## src/rtl/riscv_pkg.sv

```systemverilog
// Shared core-wide constants and the state/owner types used by the memory arbiter.
package riscv_pkg;

    localparam int XLEN     = 32;
    localparam int ALEN     = 32;
    localparam int STREAK_W = 4;

    typedef enum logic [1:0] {IDLE, ISSUE, WAIT} arb_state_t;
    typedef enum logic [1:0] {NONE, FETCH, DATA} arb_owner_t;

endpackage

```

## src/rtl/arb_priority_pick.sv

```systemverilog
// Fixed-priority pick between fetch and data with a saturating anti-starvation streak.
module arb_priority_pick
    import riscv_pkg::*;
#(
    parameter int STARVE_LIMIT = 4
) (
    input  logic                if_req,
    input  logic                d_req,
    input  logic                if_abort,
    input  logic [STREAK_W-1:0] streak,
    output logic                grant_if,
    output logic                grant_d,
    output logic [STREAK_W-1:0] streak_next
);

    localparam logic [STREAK_W-1:0] LIMIT = STREAK_W'(STARVE_LIMIT);

    logic fetch_ok;
    logic fetch_due;

    always_comb begin
        // NOTE: every output gets a default before any branch so no latch is inferred.
        fetch_ok    = if_req && !if_abort;
        fetch_due   = fetch_ok && (streak == LIMIT);
        grant_d     = d_req && !fetch_due;
        grant_if    = fetch_ok && !grant_d;
        streak_next = streak;
        if (grant_if) begin
            streak_next = '0;
        end else if (grant_d) begin
            if (!if_req) begin
                streak_next = '0;
            end else if (streak < LIMIT) begin
                streak_next = streak + STREAK_W'(1);
            end
        end
    end

endmodule

```

## src/rtl/mem_arbiter.sv

```systemverilog
// Shares one single-port memory between fetch and data ports, one transaction in flight,
// data-first priority with a bounded wait for fetch and redirect (abort) support.
module mem_arbiter #(
    parameter int XLEN         = riscv_pkg::XLEN,
    parameter int ALEN         = riscv_pkg::ALEN,
    parameter int STARVE_LIMIT = 4
) (
    input  logic            clk,
    input  logic            rst,
    input  logic            if_req,
    input  logic [ALEN-1:0] if_addr,
    input  logic            if_abort,
    output logic [31:0]     if_rdata,
    output logic            if_ready,
    input  logic            d_req,
    input  logic            d_we,
    input  logic [ALEN-1:0] d_addr,
    input  logic [XLEN-1:0] d_wdata,
    input  logic [3:0]      d_be,
    output logic [XLEN-1:0] d_rdata,
    output logic            d_ready,
    output logic            mem_req,
    output logic            mem_we,
    output logic [ALEN-1:0] mem_addr,
    output logic [XLEN-1:0] mem_wdata,
    output logic [3:0]      mem_be,
    input  logic            mem_gnt,
    input  logic            mem_rvalid,
    input  logic [XLEN-1:0] mem_rdata,
    output logic            busy
);

    localparam int SW = riscv_pkg::STREAK_W;

    riscv_pkg::arb_state_t state, state_n;
    riscv_pkg::arb_owner_t owner, owner_n;
    logic [SW-1:0]         streak, streak_n, pick_streak;
    logic                  abort_pend, abort_n;
    logic                  req_n, load;
    logic                  grant_if, grant_d;
    logic                  fetch_owner;

    arb_priority_pick #(
        .STARVE_LIMIT (STARVE_LIMIT)
    ) u_pick (
        .if_req      (if_req),
        .d_req       (d_req),
        .if_abort    (if_abort),
        .streak      (streak),
        .grant_if    (grant_if),
        .grant_d     (grant_d),
        .streak_next (pick_streak)
    );

    assign fetch_owner = (owner == riscv_pkg::FETCH);
    assign if_rdata    = mem_rdata[31:0];
    assign d_rdata     = mem_rdata;
    assign busy        = (state != riscv_pkg::IDLE);

    always_comb begin
        state_n  = state;
        owner_n  = owner;
        streak_n = streak;
        abort_n  = abort_pend;
        req_n    = mem_req;
        load     = 1'b0;
        if_ready = 1'b0;
        d_ready  = 1'b0;
        case (state)
            riscv_pkg::IDLE: begin
                if (grant_if || grant_d) begin
                    state_n  = riscv_pkg::ISSUE;
                    owner_n  = grant_d ? riscv_pkg::DATA : riscv_pkg::FETCH;
                    streak_n = pick_streak;
                    abort_n  = 1'b0;
                    req_n    = 1'b1;
                    load     = 1'b1;
                end
            end
            riscv_pkg::ISSUE: begin
                // A grant wins over a same-cycle abort: the response must still be drained.
                if (mem_gnt) begin
                    state_n = riscv_pkg::WAIT;
                    req_n   = 1'b0;
                    if (fetch_owner && if_abort) abort_n = 1'b1;
                end else if (fetch_owner && if_abort) begin
                    state_n = riscv_pkg::IDLE;
                    owner_n = riscv_pkg::NONE;
                    req_n   = 1'b0;
                end
            end
            riscv_pkg::WAIT: begin
                if (fetch_owner && if_abort) abort_n = 1'b1;
                if (mem_rvalid) begin
                    if_ready = fetch_owner && !abort_pend && !if_abort;
                    d_ready  = (owner == riscv_pkg::DATA);
                    state_n  = riscv_pkg::IDLE;
                    owner_n  = riscv_pkg::NONE;
                    abort_n  = 1'b0;
                end
            end
            default: state_n = riscv_pkg::IDLE;
        endcase
    end

    always_ff @(posedge clk) begin
        // NOTE: state registers use <= so every flop samples pre-edge values regardless of order.
        if (rst) begin
            state      <= riscv_pkg::IDLE;
            owner      <= riscv_pkg::NONE;
            streak     <= '0;
            abort_pend <= 1'b0;
            mem_req    <= 1'b0;
            mem_we     <= 1'b0;
            mem_addr   <= '0;
            mem_wdata  <= '0;
            mem_be     <= '0;
        end else begin
            state      <= state_n;
            owner      <= owner_n;
            streak     <= streak_n;
            abort_pend <= abort_n;
            mem_req    <= req_n;
            if (load) begin
                mem_we    <= grant_d && d_we;
                mem_addr  <= grant_d ? d_addr : if_addr;
                mem_wdata <= grant_d ? d_wdata : '0;
                mem_be    <= grant_d ? d_be : 4'b1111;
            end
        end
    end

endmodule

```

## config.mk

```make
export PLATFORM = sky130hd
export DESIGN_NAME = mem_arbiter
export DESIGN_NICKNAME = d
export VERILOG_FILES = /design/src/rtl/riscv_pkg.sv /design/src/rtl/arb_priority_pick.sv /design/src/rtl/mem_arbiter.sv
export SDC_FILE = /design/constraint.sdc
export NUM_CORES = 1
export LEC_CHECK = 0
export ABC_AREA = 1
export CAP_MARGIN = 20
export CORE_MARGIN = 3
export CORE_UTILIZATION = 40
export CTS_CLUSTER_SIZE = 20
export DETAILED_ROUTE_END_ITERATION = 6
export DONT_BUFFER_PORTS = 1
export PLACE_DENSITY = 0.62
export REMOVE_ABC_BUFFERS = 1
export SLEW_MARGIN = 10
export SYNTH_ARGS = -nofsm -noshare
export SYNTH_HDL_FRONTEND = slang
export SYNTH_SLANG_ARGS = --single-unit
```

## constraint.sdc

```tcl
create_clock -name clk -period 1.65 [get_ports clk]
set_input_delay 0.2475 -clock clk [delete_from_list [all_inputs] [get_ports clk]]
set_output_delay 0.2475 -clock clk [all_outputs]
set_load 0.01 [all_outputs]
```

Word-level counts from Yosys, hierarchy flattened --
Index checks and enable logic that the tools add are counted.
Storage, ports and cells: flip-flop bits (word level) 79, latch bits 0, memory bits (writable) 0, bits in read-only memories 0, input bits 140, output and inout bits 137, word-level logic and storage cells 77, memories 0
Cells by class: add/subtract/negate cells 1, multiply operators 0, divide/modulo/power cells 0, magnitude comparators 1, equal/unequal tests 12, shifts and indexed selects 0, muxes and demuxes 31, bitwise gates (word level) 0, reduce and logical (&&, ||, !) cells 23
Operator list (number):
- 32-bit two-way mux | 2
- 4-bit two-way mux | 5
- 2-bit two-way mux | 7
- 1-bit two-way mux | 13
- 2-bit one-hot mux with 3 select lines | 2
- 2-bit != test, second input constant | 5
- 3-bit AND reduction | 3
- 1-bit logical AND | 8
- 2-bit nonzero test | 3
- 5-bit AND reduction | 1
- 4-bit by 1-bit adder with 4-bit output, second input constant | 1
- 2-bit by 1-bit equality test with 1-bit output, second input constant | 2
- 2-bit equality test, second input constant | 2
- 4-bit by 3-bit equality test with 1-bit output, second input constant | 1
- 1-bit logical NOT | 4
- 4-bit by 3-bit < comparator with 1-bit output, second input constant | 1
- 4-bit AND reduction | 1
- 3-bit by 1-bit != test with 1-bit output, second input constant | 1
- 3-bit != test, second input constant | 1
- 1-bit one-hot mux with 3 select lines | 1
- 3-bit nonzero test | 1
- 2-bit logical NOT | 1
- 1-bit one-hot mux with 2 select lines | 1
- 1-bit logical OR | 1

Depth between registers and ports, before layout --
word-level depth 10, depth in mapped cells 11, gate-level depth less buffers 9

Modules after synthesis --
Synthesis repeated with hierarchy kept, for this count alone.
Unflattened totals: cell total of the unflattened synthesis 522, area, all modules 3827.4 sq um
Modules (own cells, without submodules):
- mem_arbiter | instances 1, cells each 490, area an instance 3653.5 sq um
- arb_priority_pick | instances 1, cells each 32, area an instance 173.9 sq um

Worst setup path before layout --
Ideal clock, no wire load.
path kind register -> register, from register state[0], to register mem_addr[0], arrival time 1372 ps, slack 169 ps, cell stages (with the launch flop) 10, path through dfxtp_1 inv_1 ha_1 inv_1 nor2_4 buf_6 buf_4 o21ai_0 a21o_1 inv_1
On the way: longest elaborated chain between the ends 2
RTL lines:
- start, declared | RTL line mem_arbiter.sv:35 | riscv_pkg::arb_state_t state, state_n;
- start signal, assigned | RTL line mem_arbiter.sv:109 | state <= riscv_pkg::IDLE;
- start signal, assigned | RTL line mem_arbiter.sv:119 | state <= state_n;
- 2-bit logical NOT | RTL line mem_arbiter.sv:69 | case (state)
- 1-bit two-way mux | RTL line mem_arbiter.sv:69
- end signal, assigned | RTL line mem_arbiter.sv:126 | mem_addr <= grant_d ? d_addr : if_addr;
- end, declared | RTL line mem_arbiter.sv:24 | output logic [ALEN-1:0] mem_addr,
Every way passes these cells. A chain may end at the register's enable or synchronous reset.

Worst setup path in the final report --
from register state[0], to register mem_be[1]
On the way: longest elaborated chain between the ends 2
RTL lines:
- 2-bit logical NOT | RTL line mem_arbiter.sv:69
- 1-bit two-way mux | RTL line mem_arbiter.sv:69
- end signal, assigned | RTL line mem_arbiter.sv:128 | mem_be <= grant_d ? d_be : 4'b1111;
- end, declared | RTL line mem_arbiter.sv:26 | output logic [3:0] mem_be,
Every way passes these cells.

==> impl_metrics.tcl <==
set metrics [dict create \
    wl_per_cell_microns 20.4 \
    p_seq_frac 0.495 \
    endpoint "mem_be[1]$_SDFFE_PP0P_" \
    synth-compound-area-share 0.249 \
    finClkSkew_ns 0.00981 \
    clk_pin_slew_ns 0.09 \
    critPathKind "flop to flop" \
    powerDensity_nw_per_um2 1230 \
    gp_congestion 0.844 \
    clock_latency_ns 0.35 \
    grt_pass1_wl_microns 17100 \
    htree_num_levels 3 \
    hpwl_microns 8870 \
    ys_types 24 \
    rows 36 \
    critPathMaxFanout 42 \
    synth_cells 545 \
    grtUsageMet2 0.276 \
    cts.sinks 79 \
    core_region_area_sq_um 9820 \
    grt_pass1_vias 3025 \
    gr-total-overflow 0 \
    ir_drop_mv 0.514 \
    fin_crit_sh 0.962 \
    leakage_nw 1.98 \
    grt-busiest-layer "met2" \
    r2r_slack_ns 0.06 \
    cp-end-kind "flop" \
    finalHoldViolCount 0 \
    crit_path_start "state[0]$_SDFFE_PP0P_" \
    relSlewSlack 0.699 \
    die_w_microns 107 \
    die_h_microns 107 \
    synthXorXnorAreaFrac 0.00217 \
    required_ns 1.89 \
    ys_seq_area_frac 0.391 \
    drive_gt1_frac 0.141 \
    via_count 3400 \
    period_needed_ns 1.59 \
    track_usage 0.196 \
    yosys_warnings 0 \
    use_met3 0.142 \
    synth-seq-cells 79 \
    muxShareOfSynthArea 0 \
    power_frac_clock 0.252 \
    regToRegEndpoint "mem_be[1]$_SDFFE_PP0P_" \
    status "finished, final reports clean" \
    final_cell_mix "80 x nand2_1, 75 x o21ai_0, 75 x dfxtp_1" \
    setup_ws_ns 0.0623 \
    cts_tree "built" \
    synth_top_family_by_area "compound AO/OA/AOI/OAI gates" \
    grt_max_degree 86 \
    drt-pass1-iter-count 4 \
    syn_area_per_cell_sq_um 7.42 \
    power.total_mw 5.25 \
    rsz0062_at_grt "true" \
    root_buffer "clkbuf_8" \
    critPathLaunchType "flop" \
    drv_slew 0 \
    yosys.area_share.simple 0.124 \
    p_switching_mw 1.88 \
    start_util 0.412 \
    ant_nets 0 \
    drv_cap 0 \
    ioPinCount 277 \
    vias_per_cell 5.40 \
    drt_wl_total_microns 12900 \
    dieArea_sq_um 11300 \
    drtIter0Drc 316 \
    syn-cell-area_sq_um 4040 \
    power.share.switching 0.359 \
    io_buffers 0 \
    grtUsageMet1 0.230 \
    hold_class "input port to flop" \
    final_nets 638 \
    comb_power_share 0.253 \
    cts-buffers-inserted 9 \
    drc 0 \
    clock.fmax_mhz 630 \
    intPower_mw 3.37 \
    clock_path_buffers 2 \
    r2r-start "state[0]$_SDFFE_PP0P_" \
    finalSetupViolCount 0 \
    antenna_cells 0 \
    synthAdderAreaFrac 0.0186 \
    area_delta_synth_final_pct 5.39 \
    dp_slack_ns 0.0213 \
    final_common_cell "nand2_1" \
    rr_worst_depth 8 \
    antenna_found_initial 0 \
    nFillCells 1010 \
    arrival_ns 1.83 \
    tightest_slew_ns 0.448 \
]
[stage by stage]
stage | instance area (sq um) | utilization | hold slack (ns) | TNS [ns] | cells
finish | 4260 | 0.434 | 0.0327 | 0 | 630
global placement | 3750 | 0.382 | 0.320 | 0 | 598
CTS | 3980 | 0.405 | 0.00303 | 0 | 616
floorplan | 3380 | - | 0.317 | -76.11 | 447
detailed placement | 3750 | 0.382 | 0.320 | 0 | 598
global route | 4260 | 0.434 | 0.0149 | -0.0765 | 630
[power groups by stage]
stage          combinational, mW  clock (mW)  sequential (mW)
6_report                    1.33        1.32             2.60
5_1_grt                     1.50        1.44             2.63
4_1_cts                     1.16        1.38             2.59
3_5_place_dp                1.14           0             2.63
3_3_place_gp                1.09           0             2.62
2_1_floorplan              0.794           0             2.55
[cells by family (layout without fill, tap and decap cells)]
family	Yosys count	after routing
XOR/XNOR	1	1
flip-flops	79	79
buffers and inverters	154	106
AND/OR/NAND/NOR	122	122
adder cells (fa/ha/maj)	6	6
AO/OA/AOI/OAI	183	183
[worst min path at each step]
stage / from / endpoint / slack (ns) / depth (start not counted)
2_1_floorplan: rst / mem_req$_SDFFE_PP0P_ / 0.32 / 1
3_3_place_gp: rst / owner[1]$_SDFFE_PP0P_ / 0.32 / 1
3_5_place_dp: rst / owner[1]$_SDFFE_PP0P_ / 0.32 / 1
4_1_cts: d_be[0] / mem_be[0]$_SDFFE_PP0P_ / 0.003 / 2
5_1_grt: d_wdata[29] / mem_wdata[29]$_SDFFE_PP0P_ / 0.01 / 2
6_report: d_wdata[29] / mem_wdata[29]$_SDFFE_PP0P_ / 0.03 / 2
[final cells by class]
type                            instances  area, sq um  share of cell area
Multi-Input combinational cell        312         1650               0.387
Inverter                               56          220              0.0517
Clock buffer                            9          124              0.0291
Sequential cell                        79         1590               0.373
Clock inverter                          7         57.6              0.0135
Timing Repair Buffer                   34          454               0.107
Tap cell                              133          166              0.0391
[routing by layer]
layer	wire (microns)	part of all wire
met2	5510	0.43
met4	166	0.013
met5	144	0.011
met3	1890	0.15
met1	5140	0.40
[flip-flops by register name, indices dropped and copies added (netlist names)]
| name | flops |
|---|---|
| mem_addr | 32 |
| mem_req | 1 |
| streak | 4 |
| mem_we | 1 |
| state | 2 |
| mem_wdata | 32 |
| mem_be | 4 |
| owner | 2 |
| abort_pend | 1 |
[what timing repair did]
action / in CTS / in global routing
gates cloned: 0 / 6
setup buffers: 1 / 7
resized for setup: 8 / 22
pin swaps: 1 / 4
hold buffers: 1 / 1
hold endpoints to repair: 5 / 1
setup endpoints to repair: 3 / 35
[synth_stat cells]
| cell | n | share of area |
|---|---|---|
| a21o_1 | 33 | 0.061 |
| nor4_1 | 1 | 0.0015 |
| o21ai_0 | 75 | 0.093 |
| nand3_1 | 11 | 0.014 |
| inv_2 | 2 | 0.0019 |
| dfxtp_1 | 79 | 0.39 |
| nand2_1 | 82 | 0.076 |
| nand2_2 | 2 | 0.0031 |
| inv_1 | 54 | 0.050 |
| nand4_1 | 1 | 0.0015 |
| nand3b_1 | 1 | 0.0019 |
| xnor2_1 | 1 | 0.0022 |
| o21a_1 | 1 | 0.0019 |
| buf_2 | 18 | 0.022 |
| nor2_4 | 1 | 0.0028 |
| a21oi_1 | 72 | 0.089 |
| nor2_1 | 18 | 0.017 |
| o21ai_2 | 1 | 0.0022 |
| ha_1 | 6 | 0.019 |
| a31oi_1 | 1 | 0.0015 |
| clkbuf_1 | 10 | 0.0093 |
| nor3_1 | 5 | 0.0062 |
| buf_4 | 68 | 0.13 |
| buf_6 | 2 | 0.0056 |
[worst max-delay path, stage by stage, from the launching register on]
cell	delay, ns
dfxtp_2	0.37
inv_4	0.05
ha_1	0.21
inv_1	0.12
nor2_4	0.07
buf_4	0.14
clkbuf_16	0.20
o21ai_0	0.24
nor2_1	0.08
Power figures use the tool's default switching activity.
